**config.mk**
```make
export PLATFORM = sky130hd
export DESIGN_NAME = cpu_bus_cycle_ctrl
export DESIGN_NICKNAME = d
export VERILOG_FILES = /design/src/rtl/cpu_bus_cycle_ctrl.sv
export SDC_FILE = /design/constraint.sdc
export NUM_CORES = 1
export LEC_CHECK = 0
export BUFFER_PORTS_ARGS = -buffer_cell sky130_fd_sc_hd__buf_2
export CAP_MARGIN = 20
export CORE_ASPECT_RATIO = 0.75
export CORE_UTILIZATION = 50
export CTS_CLUSTER_SIZE = 30
export DETAILED_ROUTE_END_ITERATION = 7
export PLACE_DENSITY = 0.91
export SYNTH_ARGS = -nofsm -noshare
export SYNTH_HDL_FRONTEND = slang
export SYNTH_SLANG_ARGS = --single-unit
```
**constraint.sdc**
```tcl
create_clock -name clk -period 6.45 [get_ports clk]
set_input_delay 0.9675 -clock clk [delete_from_list [all_inputs] [get_ports clk]]
set_output_delay 0.9675 -clock clk [all_outputs]
set_load 0.01 [all_outputs]
```
**src/rtl/cpu_bus_cycle_ctrl.sv**
```systemverilog
`default_nettype none
// ============================================================================
// Module : cpu_bus_cycle_ctrl
// Desc   : 68000 bus-cycle sequencer. Internal regions get wait states then
//          DTACK; external regions use a req/ack handshake to the memory
//          fabric. Optional bus-error timeout: define CPU_BERR_TIMEOUT_EN.
// Rev    : 1.0  initial release
// ============================================================================
module cpu_bus_cycle_ctrl #(
    parameter int NUM_SEL = 16,
    parameter int WAIT_W  = 4,
    parameter int TIMEOUT = 1023
) (
    input  logic                      clk,
    input  logic                      reset,
    input  logic                      cpu_ce,
    input  logic                      cpu_as_n,
    input  logic [1:0]                cpu_ds_n,
    input  logic [NUM_SEL-1:0]        sel_n,
    input  logic [NUM_SEL-1:0]        ext_mask,
    input  logic [NUM_SEL*WAIT_W-1:0] wait_cfg,
    output logic                      ext_req,
    output logic [NUM_SEL-1:0]        ext_sel,
    input  logic                      ext_ack,
    output logic                      cpu_dtack_n,
    output logic                      cpu_berr_n,
    output logic                      busy
);

    localparam int c_IDX_W = (NUM_SEL > 1) ? $clog2(NUM_SEL) : 1;

    localparam logic [2:0] c_IDLE  = 3'd0;
    localparam logic [2:0] c_WAIT  = 3'd1;
    localparam logic [2:0] c_EXT   = 3'd2;
    localparam logic [2:0] c_DRAIN = 3'd3;
    localparam logic [2:0] c_DONE  = 3'd4;
`ifdef CPU_BERR_TIMEOUT_EN
    localparam logic [2:0] c_BERR  = 3'd5;
    localparam int         c_TMO_W = $clog2(TIMEOUT + 1);
`endif

    logic [2:0]         r_state,    w_state_nxt;
    logic [WAIT_W-1:0]  r_wait_cnt, w_wait_nxt;
    logic               r_ext_req,  w_req_nxt;
    logic [NUM_SEL-1:0] r_ext_sel,  w_sel_nxt;
    logic               r_dtack_n;

    logic               w_start;
    logic               w_hit;
    logic [c_IDX_W-1:0] w_idx;
    logic               w_is_ext;
    logic [WAIT_W-1:0]  w_wait_sel;
    logic [NUM_SEL-1:0] w_onehot;

`ifdef CPU_BERR_TIMEOUT_EN
    logic [c_TMO_W-1:0] r_tmo, w_tmo_nxt;
    logic               r_berr_n;
`endif

    assign w_start = cpu_ce && !cpu_as_n && (cpu_ds_n != 2'b11);

    // Scan high-to-low so the lowest asserted select is the last one written.
    always_comb begin
        w_hit = 1'b0;
        w_idx = '0;
        for (int i = NUM_SEL - 1; i >= 0; i--) begin
            if (!sel_n[i]) begin
                w_hit = 1'b1;
                w_idx = c_IDX_W'(i);
            end
        end
    end

    // No select asserted behaves as an internal zero-wait region (open bus).
    assign w_is_ext   = w_hit && ext_mask[w_idx];
    assign w_wait_sel = w_hit ? wait_cfg[w_idx*WAIT_W +: WAIT_W] : '0;
    assign w_onehot   = NUM_SEL'(1) << w_idx;

    always_comb begin
        w_state_nxt = r_state;
        w_wait_nxt  = r_wait_cnt;
        w_sel_nxt   = r_ext_sel;
        w_req_nxt   = 1'b0;
`ifdef CPU_BERR_TIMEOUT_EN
        w_tmo_nxt   = r_tmo;
`endif
        case (r_state)
            c_IDLE: begin
                if (w_start) begin
                    if (w_is_ext) begin
                        w_state_nxt = c_EXT;
                        w_req_nxt   = 1'b1;
                        w_sel_nxt   = w_onehot;
`ifdef CPU_BERR_TIMEOUT_EN
                        w_tmo_nxt   = '0;
`endif
                    end else if (w_wait_sel == '0) begin
                        w_state_nxt = c_DONE;
                    end else begin
                        w_state_nxt = c_WAIT;
                        w_wait_nxt  = w_wait_sel;
                    end
                end
            end
            c_WAIT: begin
                if (cpu_as_n) begin
                    w_state_nxt = c_IDLE;
                    w_wait_nxt  = '0;
                end else if (cpu_ce) begin
                    if (r_wait_cnt == WAIT_W'(1)) begin
                        w_state_nxt = c_DONE;
                        w_wait_nxt  = '0;
                    end else begin
                        w_wait_nxt  = r_wait_cnt - WAIT_W'(1);
                    end
                end
            end
            c_EXT: begin
                // An ack coincident with our own request pulse is stale.
                if (ext_ack && !r_ext_req) begin
                    w_state_nxt = c_DONE;
                    w_sel_nxt   = '0;
                end else if (cpu_as_n) begin
                    w_state_nxt = c_DRAIN;
`ifdef CPU_BERR_TIMEOUT_EN
                end else if (r_tmo == c_TMO_W'(TIMEOUT - 1)) begin
                    w_state_nxt = c_BERR;
                end else begin
                    w_tmo_nxt   = r_tmo + c_TMO_W'(1);
`endif
                end
            end
            c_DRAIN: begin
                if (ext_ack) begin
                    w_state_nxt = c_IDLE;
                    w_sel_nxt   = '0;
                end
            end
            c_DONE: begin
                if (cpu_as_n) begin
                    w_state_nxt = c_IDLE;
                end
            end
`ifdef CPU_BERR_TIMEOUT_EN
            c_BERR: begin
                // A non-zero ext_sel marks the external access still in flight.
                if (ext_ack) begin
                    w_sel_nxt = '0;
                end
                if (cpu_as_n) begin
                    w_state_nxt = ((r_ext_sel != '0) && !ext_ack) ? c_DRAIN : c_IDLE;
                end
            end
`endif
            default: begin
                w_state_nxt = c_IDLE;
                w_sel_nxt   = '0;
                w_wait_nxt  = '0;
            end
        endcase
    end

    always_ff @(posedge clk) begin
        if (reset) begin
            r_state    <= c_IDLE;
            r_wait_cnt <= '0;
            r_ext_req  <= 1'b0;
            r_ext_sel  <= '0;
            r_dtack_n  <= 1'b1;
        end else begin
            r_state    <= w_state_nxt;
            r_wait_cnt <= w_wait_nxt;
            r_ext_req  <= w_req_nxt;
            r_ext_sel  <= w_sel_nxt;
            r_dtack_n  <= (w_state_nxt != c_DONE);
        end
    end

`ifdef CPU_BERR_TIMEOUT_EN
    always_ff @(posedge clk) begin
        if (reset) begin
            r_tmo    <= '0;
            r_berr_n <= 1'b1;
        end else begin
            r_tmo    <= w_tmo_nxt;
            r_berr_n <= (w_state_nxt != c_BERR);
        end
    end

    assign cpu_berr_n = r_berr_n;
`else
    logic w_unused_timeout;
    assign w_unused_timeout = (TIMEOUT > 0);
    assign cpu_berr_n       = 1'b1;
`endif

    assign ext_req     = r_ext_req;
    assign ext_sel     = r_ext_sel;
    assign cpu_dtack_n = r_dtack_n;
    assign busy        = (r_state != c_IDLE);

endmodule
`default_nettype wire

```
==> results of run 1 <==
[area by class of cell]
cell class | count | share of cell area
tap | 57 | 0.0236
clock buffer | 3 | 0.0137
timing repair buffer | 122 | 0.203
inverter | 12 | 0.0149
clock inverter | 1 | 0.00248
multi-input combinational | 261 | 0.577
sequential | 25 | 0.165
[sequential cells by signal, summed over array words and instances (netlist names)]
| register | count |
|---|---|
| cpu_dtack_n | 1 |
| r_state | 3 |
| ext_sel | 16 |
| ext_req | 1 |
| r_wait_cnt | 4 |
[logic make-up after synthesis]
group | count (synthesis)
buf+inv | 29
flops | 25
simple gates | 129
xor+xnor | 1
other cells | 1
compound gates | 107
mux | 21
fa+ha+maj | 2
[final timing paths]
kind,endpoint,slack [ns],from
worst max register to register,ext_sel[3]$_SDFFE_PP0P_,4.13,r_state[0]$_SDFF_PP0_
worst min register to register,ext_sel[15]$_SDFFE_PP0P_,0.48,ext_sel[15]$_SDFFE_PP0P_
worst min-delay path,ext_sel[15]$_SDFFE_PP0P_,0.48,ext_sel[15]$_SDFFE_PP0P_
worst max-delay path,r_wait_cnt[1]$_SDFFE_PP0P_,2.34,sel_n[10]
[routing by layer]
metal,GRT usage,vias up
met2,0.530,227
met1,0.387,1382
met4,0.118,0
met5,0,-
met3,0.0818,35
li1,-,1416
[power breakdown]
part           internal [uW]  total [uW]  switching (uW)
registers                159         164            4.89
logic                   74.6         172            97.0
clock network           44.0        99.4            55.4
total                    277         435             157
[stage by stage]
| stage | util | instance area [sq um] |
|---|---|---|
| 2_1_floorplan | - | 2390 |
| 4_1_cts | 0.669 | 3020 |
| 3_5_place_dp | 0.658 | 2980 |
| 3_3_place_gp | 0.658 | 2980 |
| 5_1_grt | 0.669 | 3020 |
| 6_report | 0.669 | 3020 |
[placed cells by master, fill, tap and decap left out, drive strengths merged, types with 2 or more instances in the layout]
master   count
a211oi       9
a21o         2
a21oi       24
a221o        2
a22o         6
a2bb2oi      2
a311oi       4
a31o         3
a31oi        3
a32o         6
and2         4
and3         5
and4         3
buf        122
clkbuf       3
dfxtp       25
ha           2
inv         12
mux2         6
mux2i       15
nand2       41
nand2b       8
nand3       15
nand4       10
nor2        25
nor2b        2
nor3         9
nor3b        2
nor4         3
o211a        2
o211ai       4
o21a         2
o21ai       24
o221ai       2
o22ai        2
==> impl_metrics.yaml, run 1 <==
logic_synthesis:
  synthAdderAreaFrac: 0.0105
  synth_xor_area_frac: 0.00367
  syn_nets: 420
  synth-simple-area-share: 0.285
  ys_seq_area_frac: 0.210
  synth-compound-area-share: 0.332
  ys_types: 67
  ys.warnings.count: 0
  synth_area_per_cell_sq_um: 7.58
  synth.most_common_cell: "nand2_1"
  synth_top_family_by_area: "compound AO/OA/AOI/OAI gates"
  netlist.area_leader.share: 0.210
  synthesis.area_sq_um: 2390
  synth_area_leader_cell: "dfxtp_1"
  synth_edf_count: 0
  netlist_instances: 315
  synthArstFlopShare: 0
  ys_top_cells_by_count: "nand2_1, dfxtp_1, a21oi_1, nor2_1, o21ai_0"
  ys_ff_latch: 25
  muxShareOfSynthArea: 0.0959
  synth_area_leaders: "dfxtp_1, mux2i_1, nand2_1, a21oi_1, o21ai_0"
  synth_ff_type: "dfxtp_1"
floorplanning:
  start_util: 0.528
  die_w_um: 81.8
  boundaryPins: 123
  design.core.area_sq_um: 4520
  dieArea_sq_um: 5060
  die_h_um: 61.8
  row_count: 21
worst_setup_path:
  cp.depth: 11
  crit_chain: "buf_2 > nor2b_1 > o21ai_1 > a221o_2 > nand2_4 > mux2_1 > a2111oi_0 > a211oi_2 > nor4_4 > a211o_4 > mux2_4"
  cp_slowest_cell: "a221o_2"
  cpPeakStageDelay_ns: 0.53
  worstPathMaxFanout: 19
  crit_type: "in -> reg"
  crit_family: "compound AO/OA/AOI/OAI gates"
  required_ns: 6.63
  worstRegToRegCells: 5
  path_buf_inv: 1
  endpoint_kind: "flop"
  worstPathArrival_ns: 4.29
  critPathLaunchType: "input pin"
grt:
  grt_pass1_vias: 2612
  grt-ovfl-total: 0
  grt_pass1_wl_mm: 12.0
  track_usage: 0.313
  antenna_found_initial: 0
  grt_max_degree: 32
cts:
  cts.sinks: 25
  clk_path_buf_depth: 2
  htree_levels: 1
  cts_buffers: 3
  post_cts_buffers: 0
  cts-root-buf: "clkbuf_8"
  cts_tree: "yes"
  hold_buffers: 0
  cts_resized: 0
  path_clk_slew_ns: 0.09
  worstSkewPairLatency_ns: 0.28
power:
  p_leak_uw: 0.00137
  p_total_uw: 435
  ir_drop_uv: 118
  power.density_nw_per_um2: 144
place:
  io_buffers: 121
  dp.cells: 477
  dpl.hpwl_mm: 6.49
  place_ws_ns: 2.12
  gp_congestion: 0.945
detailed_routing:
  via_count: 3060
  dr.pass1.iters: 5
  dr_wl_met3_mm: 1.01
  drtIter0Drc: 294
  wl_met2_mm: 3.54
  top_layer: "met4"
  drtAntennaViolNets: 0
  routed_wl_mm: 8.06
  wl_met1_mm: 3.27
  via_per_inst: 6.36
  drc: 0
  wire_per_inst_um: 16.8
final_layout:
  multi_input_area_sq_um: 1750
  drive_above_1_share: 0.361
  ff_latch_area_sq_um: 500
  diodes: 0
  num-fill-cells: 399
  stdcell_count: 481
  final_nets: 530
  area_growth_pct: 26.7
timing:
  finalHoldViolations: 0
  timing.final.crit_share: 0.637
  tightest_slew_ns: 1.02
  skew_ns: 0.00481
  tns_ns: 0
  setup_viol_count_final: 0
  whs_ns: 0.484
  fin_ws_ns: 2.34
  max-slew-margin-rel: 0.316
  period_minus_slack_ns: 4.11
  drv_slew: 0
  max_freq_mhz: 243
  grt_setup_unrepaired: "false"
hold_path:
  hold_class: "reg -> reg"
  worst_hold_path.num_cells: 1
status:
  outcome: "finished, final reports clean"
job:
  maxCapViolCount: 0
Note: power is estimated with default switching activity, not from simulation.
==> run 2: changes to the inputs <==
--- a/config.mk
+++ b/config.mk
@@ -8,10 +8,10 @@
 export BUFFER_PORTS_ARGS = -buffer_cell sky130_fd_sc_hd__buf_2
 export CAP_MARGIN = 20
 export CORE_ASPECT_RATIO = 0.75
-export CORE_UTILIZATION = 50
+export CORE_UTILIZATION = 46
 export CTS_CLUSTER_SIZE = 30
 export DETAILED_ROUTE_END_ITERATION = 7
-export PLACE_DENSITY = 0.91
+export PLACE_DENSITY = 0.85
 export SYNTH_ARGS = -nofsm -noshare
 export SYNTH_HDL_FRONTEND = slang
 export SYNTH_SLANG_ARGS = --single-unit
==> constraint.sdc (replaced) <==
create_clock -name clk -period 3.97 [get_ports clk]
set_input_delay 0.5955 -clock clk [delete_from_list [all_inputs] [get_ports clk]]
set_output_delay 0.5955 -clock clk [all_outputs]
set_load 0.01 [all_outputs]
==> run 2 against run 1 <==
Compared with the run above:
- first-iteration DRC count decreased by 21%
- clock-buffer cell count unchanged
- sequential power increased by 62%
- total power increased by 61%
- hold slack got worse by 0.0067 ns
- clock skew decreased by 0.0037 ns
- critical path type unchanged
- highest routed layer unchanged
==> impl_metrics.yaml, run 2 (synthesis gave the netlist of run 1 again) <==
hold_path:
  min_to: "ext_sel[14]$_SDFFE_PP0P_"
  hold_class: "reg -> reg"
  min-delay-start: "ext_sel[14]$_SDFFE_PP0P_"
  worst_hold_path.num_cells: 1
grt:
  grt-ovfl-total: 0
  grt_max_degree: 23
  grt_pass1_wl_mm: 12.7
  antenna_found_initial: 0
  grt_pass1_vias: 2666
  track_usage: 0.294
timing:
  finalHoldViolations: 0
  grt_setup_unrepaired: "false"
  timing.final.crit_share: 0.866
  fin_ws_ns: 0.532
  max_freq_mhz: 291
  skew_ns: 0.00114
  tns_ns: 0
  max-slew-margin-rel: 0.473
  tightest_slew_ns: 0.785
  period_minus_slack_ns: 3.44
  drv_slew: 0
  setup_viol_count_final: 0
floorplanning:
  die_h_um: 64.4
  start_util: 0.482
  design.core.area_sq_um: 4950
  boundaryPins: 123
  row_count: 22
  dieArea_sq_um: 5490
  die_w_um: 85.2
power:
  p_sw_uw: 245
  p_comb_frac: 0.404
  p_leak_uw: 0.00141
  ir_drop_uv: 96.4
  power.density_nw_per_um2: 227
  clockPowerShare: 0.217
  pwr-share-seq: 0.379
  p_sw_frac: 0.349
  p_int_uw: 457
worst_setup_path:
  worstRegToRegCells: 5
  required_ns: 4.13
  crit_type: "in -> reg"
  r2r-end: "ext_sel[3]$_SDFFE_PP0P_"
  r2r_start: "r_state[0]$_SDFF_PP0_"
  endpoint_kind: "flop"
  worstPathArrival_ns: 3.60
  critPathLaunchType: "input pin"
  crit_start: "sel_n[5]"
  rrSetupSlack_ns: 1.74
  worstPathMaxFanout: 19
final_layout:
  largest_register_ffs: 16
  num-fill-cells: 469
  drive_above_1_share: 0.373
  diodes: 0
  final_area_sq_um: 3090
  final_common_cell: "buf_2"
  area_growth_pct: 29.4
  fin_util: 0.623
  layout_common_cells: "buf_2, nand2_1, dfxtp_1"
  final_nets: 538
place:
  dpl.hpwl_mm: 6.57
  place_ws_ns: 0.274
  io_buffers: 121
  place_area_sq_um: 3040
  gp_congestion: 1.02
cts:
  hold_buffers: 0
  cts-root-buf: "clkbuf_8"
  cts_resized: 0
  worstSkewPairLatency_ns: 0.27
  htree_levels: 1
  cts_buffers: 3
  cts.sinks: 25
  cts_tree: "yes"
  clk_path_buf_depth: 2
  post_cts_buffers: 0
  path_clk_slew_ns: 0.09
job:
  maxCapViolCount: 0
detailed_routing:
  via_count: 3038
  dr.pass1.iters: 5
  drtIter0Drc: 231
  wire_per_inst_um: 16.3
  drtAntennaViolNets: 0
  routed_wl_mm: 8.03
  drc: 0
  via_per_inst: 6.17
status:
  outcome: "finished, final reports clean"
-- run 2: cell count changes in the layout (fill, tap and decap cells not counted), sizes merged --
cell	delta
buf	+8
-- run 2: how the worst max path moves through the flow --
stage	end	slack, ns	cells after the start
global placement	r_wait_cnt[0]$_SDFFE_PP0P_	0.35	10
detailed placement	r_wait_cnt[3]$_SDFFE_PP0P_	0.27	10
finish	r_wait_cnt[3]$_SDFFE_PP0P_	0.53	10
CTS	r_wait_cnt[3]$_SDFFE_PP0P_	0.56	10
floorplan	r_wait_cnt[0]$_SDFFE_PP0P_	0.63	10
global route	r_wait_cnt[1]$_SDFFE_PP0P_	0.38	10
-- run 2: per-layer routing --
metal | up-vias | track usage | part of all wire
met1 | 1415 | 0.420 | 0.45
met2 | 190 | 0.464 | 0.44
met5 | - | 0 | 0
met3 | 6 | 0.0659 | 0.11
li1 | 1427 | - | -
met4 | 0 | 0.0318 | 0.0042
-- run 2: layout make-up --
| type | count | area (sq um) | area share |
|---|---|---|---|
| well taps | 60 | 75.1 | 0.0243 |
| clock buffers | 3 | 41.3 | 0.0134 |
| repair buffers | 130 | 673 | 0.218 |
| inverters | 12 | 45.0 | 0.0146 |
| multi-input cells | 261 | 1750 | 0.565 |
| flip-flops and latches | 25 | 500 | 0.162 |
| clock inverters | 1 | 7.51 | 0.00243 |
-- run 2: per-stage QoR --
step,power [uW],std cells,hold slack (ns)
after floorplan,451,315,0.493
after global placement,545,488,0.453
after detailed placement,549,488,0.458
after CTS,701,492,0.479
after global routing,742,492,0.492
final,702,492,0.477
-- run 2: power by group through the flow --
stage	clock network, uW	logic [uW]	registers [uW]
CTS	156	280	265
detailed placement	0	278	271
floorplan	0	182	269
global placement	0	274	271
finish	152	284	266
global route	166	309	267
-- run 2: critical path, stage by stage --
cell and delay (ns):
buf_2 0.16, and4_1 0.39, o2bb2ai_2 0.18, a31o_2 0.46, mux2i_1 0.26, a211oi_1 0.09
or4_4 0.59, nor4_4 0.33, a211o_4 0.23, mux2_4 0.30
==> run 3: changes to the inputs <==
--- a/config.mk
+++ b/config.mk
@@ -11,6 +11,7 @@
 export CORE_UTILIZATION = 46
 export CTS_CLUSTER_SIZE = 30
 export DETAILED_ROUTE_END_ITERATION = 7
+export MAX_ROUTING_LAYER = met4
 export PLACE_DENSITY = 0.85
 export SYNTH_ARGS = -nofsm -noshare
 export SYNTH_HDL_FRONTEND = slang
==> run 3 against run 2 <==
Compared with the run above:
- cell count unchanged
- sequential share of layout area unchanged
- flip-flop and latch count unchanged
- clock skew increased by 0.0013 ns
- final area unchanged
- hold slack improved by 0.0015 ns
- critical endpoint unchanged
==> impl_metrics.yaml, run 3 (synthesis gave the netlist of run 1 again) <==
grt:
  grt_pass1_wl_mm: 12.5
  antenna_found_initial: 0
  grt-ovfl-total: 0
  grt_pass1_vias: 2617
  track_usage: 0.299
  grt_max_degree: 24
place:
  place_ws_ns: 0.277
  dp.cells: 488
  gp_congestion: 0.965
  dpl.hpwl_mm: 6.51
  io_buffers: 121
worst_setup_path:
  required_ns: 4.14
  cpPeakStageDelay_ns: 0.59
  crit_type: "in -> reg"
  worstPathArrival_ns: 3.61
  endpoint_kind: "flop"
  critPathLaunchType: "input pin"
  crit_chain: "buf_2 > and4_1 > o2bb2ai_2 > a31o_2 > mux2i_1 > a211oi_1 > or4_4 > nor4_4 > a211o_4 > mux2_4"
  path_buf_inv: 1
  worstPathMaxFanout: 23
  rrSetupSlack_ns: 1.77
  cp_slowest_cell: "or4_4"
  crit_family: "simple AND/OR/NAND/NOR gates"
detailed_routing:
  via_count: 2932
  routed_wl_mm: 7.99
  drtAntennaViolNets: 0
  dr.pass1.iters: 6
  wire_per_inst_um: 16.2
  via_per_inst: 5.96
  drc: 0
  drtIter0Drc: 269
cts:
  cts-root-buf: "clkbuf_8"
  worstSkewPairLatency_ns: 0.28
  post_cts_buffers: 0
  cts.sinks: 25
  path_clk_slew_ns: 0.09
  hold_buffers: 0
  cts_tree: "yes"
  htree_levels: 1
  cts_resized: 0
  cts_buffers: 3
  clk_path_buf_depth: 2
floorplanning:
  start_util: 0.482
  die_h_um: 64.4
  die_w_um: 85.2
  boundaryPins: 123
  row_count: 22
  design.core.area_sq_um: 4950
  dieArea_sq_um: 5490
timing:
  period_minus_slack_ns: 3.43
  timing.final.crit_share: 0.865
  skew_ns: 0.00239
  fin_ws_ns: 0.535
  finalHoldViolations: 0
  tightest_slew_ns: 0.765
  grt_setup_unrepaired: "false"
  max_freq_mhz: 291
  tns_ns: 0
  max-slew-margin-rel: 0.486
  drv_slew: 0
  setup_viol_count_final: 0
final_layout:
  diodes: 0
  final_common_cell: "buf_2"
  drive_above_1_share: 0.373
  area_growth_pct: 29.4
  stdcell_count: 492
  layout_common_cells: "buf_2, nand2_1, dfxtp_1"
  largest_register_ffs: 16
  final_nets: 538
  fin_util: 0.623
hold_path:
  hold_class: "reg -> reg"
power:
  power.density_nw_per_um2: 229
  p_leak_uw: 0.00140
  p_total_uw: 708
  ir_drop_uv: 106
job:
  maxCapViolCount: 0
status:
  outcome: "finished, final reports clean"
run 3: cell counts in the layout (fill, tap and decap cells not counted):
Identical to the previous run, type by type.
run 3: worst paths after layout:
| check | cells after the start | from | endpoint |
|---|---|---|---|
| setup / recovery | 10 | sel_n[5] | r_wait_cnt[3]$_SDFFE_PP0P_ |
| hold / removal | 1 | ext_sel[9]$_SDFFE_PP0P_ | ext_sel[9]$_SDFFE_PP0P_ |
| setup reg to reg | 4 | r_state[0]$_SDFF_PP0_ | ext_sel[11]$_SDFFE_PP0P_ |
| hold reg to reg | 1 | ext_sel[9]$_SDFFE_PP0P_ | ext_sel[9]$_SDFFE_PP0P_ |
run 3: metal layers:
metal  global-route usage  vias to the layer above  routed length, um
met2                0.460                      150               3450
met3               0.0452                        9                657
met5                    -                        -                  0
li1                     -                     1431                  -
met4               0.0530                        0                 76
met1                0.419                     1342               3810
run 3: cell type report:
class                           count  area [sq um]
Fill cell                         463          1870
Clock buffer                        3          41.3
Tap cell                           60          75.1
Timing Repair Buffer              130           673
Multi-Input combinational cell    261          1750
Sequential cell                    25           500
Inverter                           12          45.0
Clock inverter                      1          7.51
run 3: stage by stage:
step | cell area [sq um] | hold WS [ns]
6_report | 3090 | 0.479
5_1_grt | 3090 | 0.501
4_1_cts | 3090 | 0.480
3_5_place_dp | 3040 | 0.458
3_3_place_gp | 3040 | 0.448
2_1_floorplan | 2390 | 0.493
run 3: where the power goes:
| group | leakage [uW] | switching (uW) | internal (uW) |
|---|---|---|---|
| Sequential | 0.000202 | 8.03 | 258 |
| Clock | 0.0000217 | 86.9 | 71.4 |
| Combinational | 0.00118 | 156 | 128 |
| Total | 0.00140 | 251 | 457 |
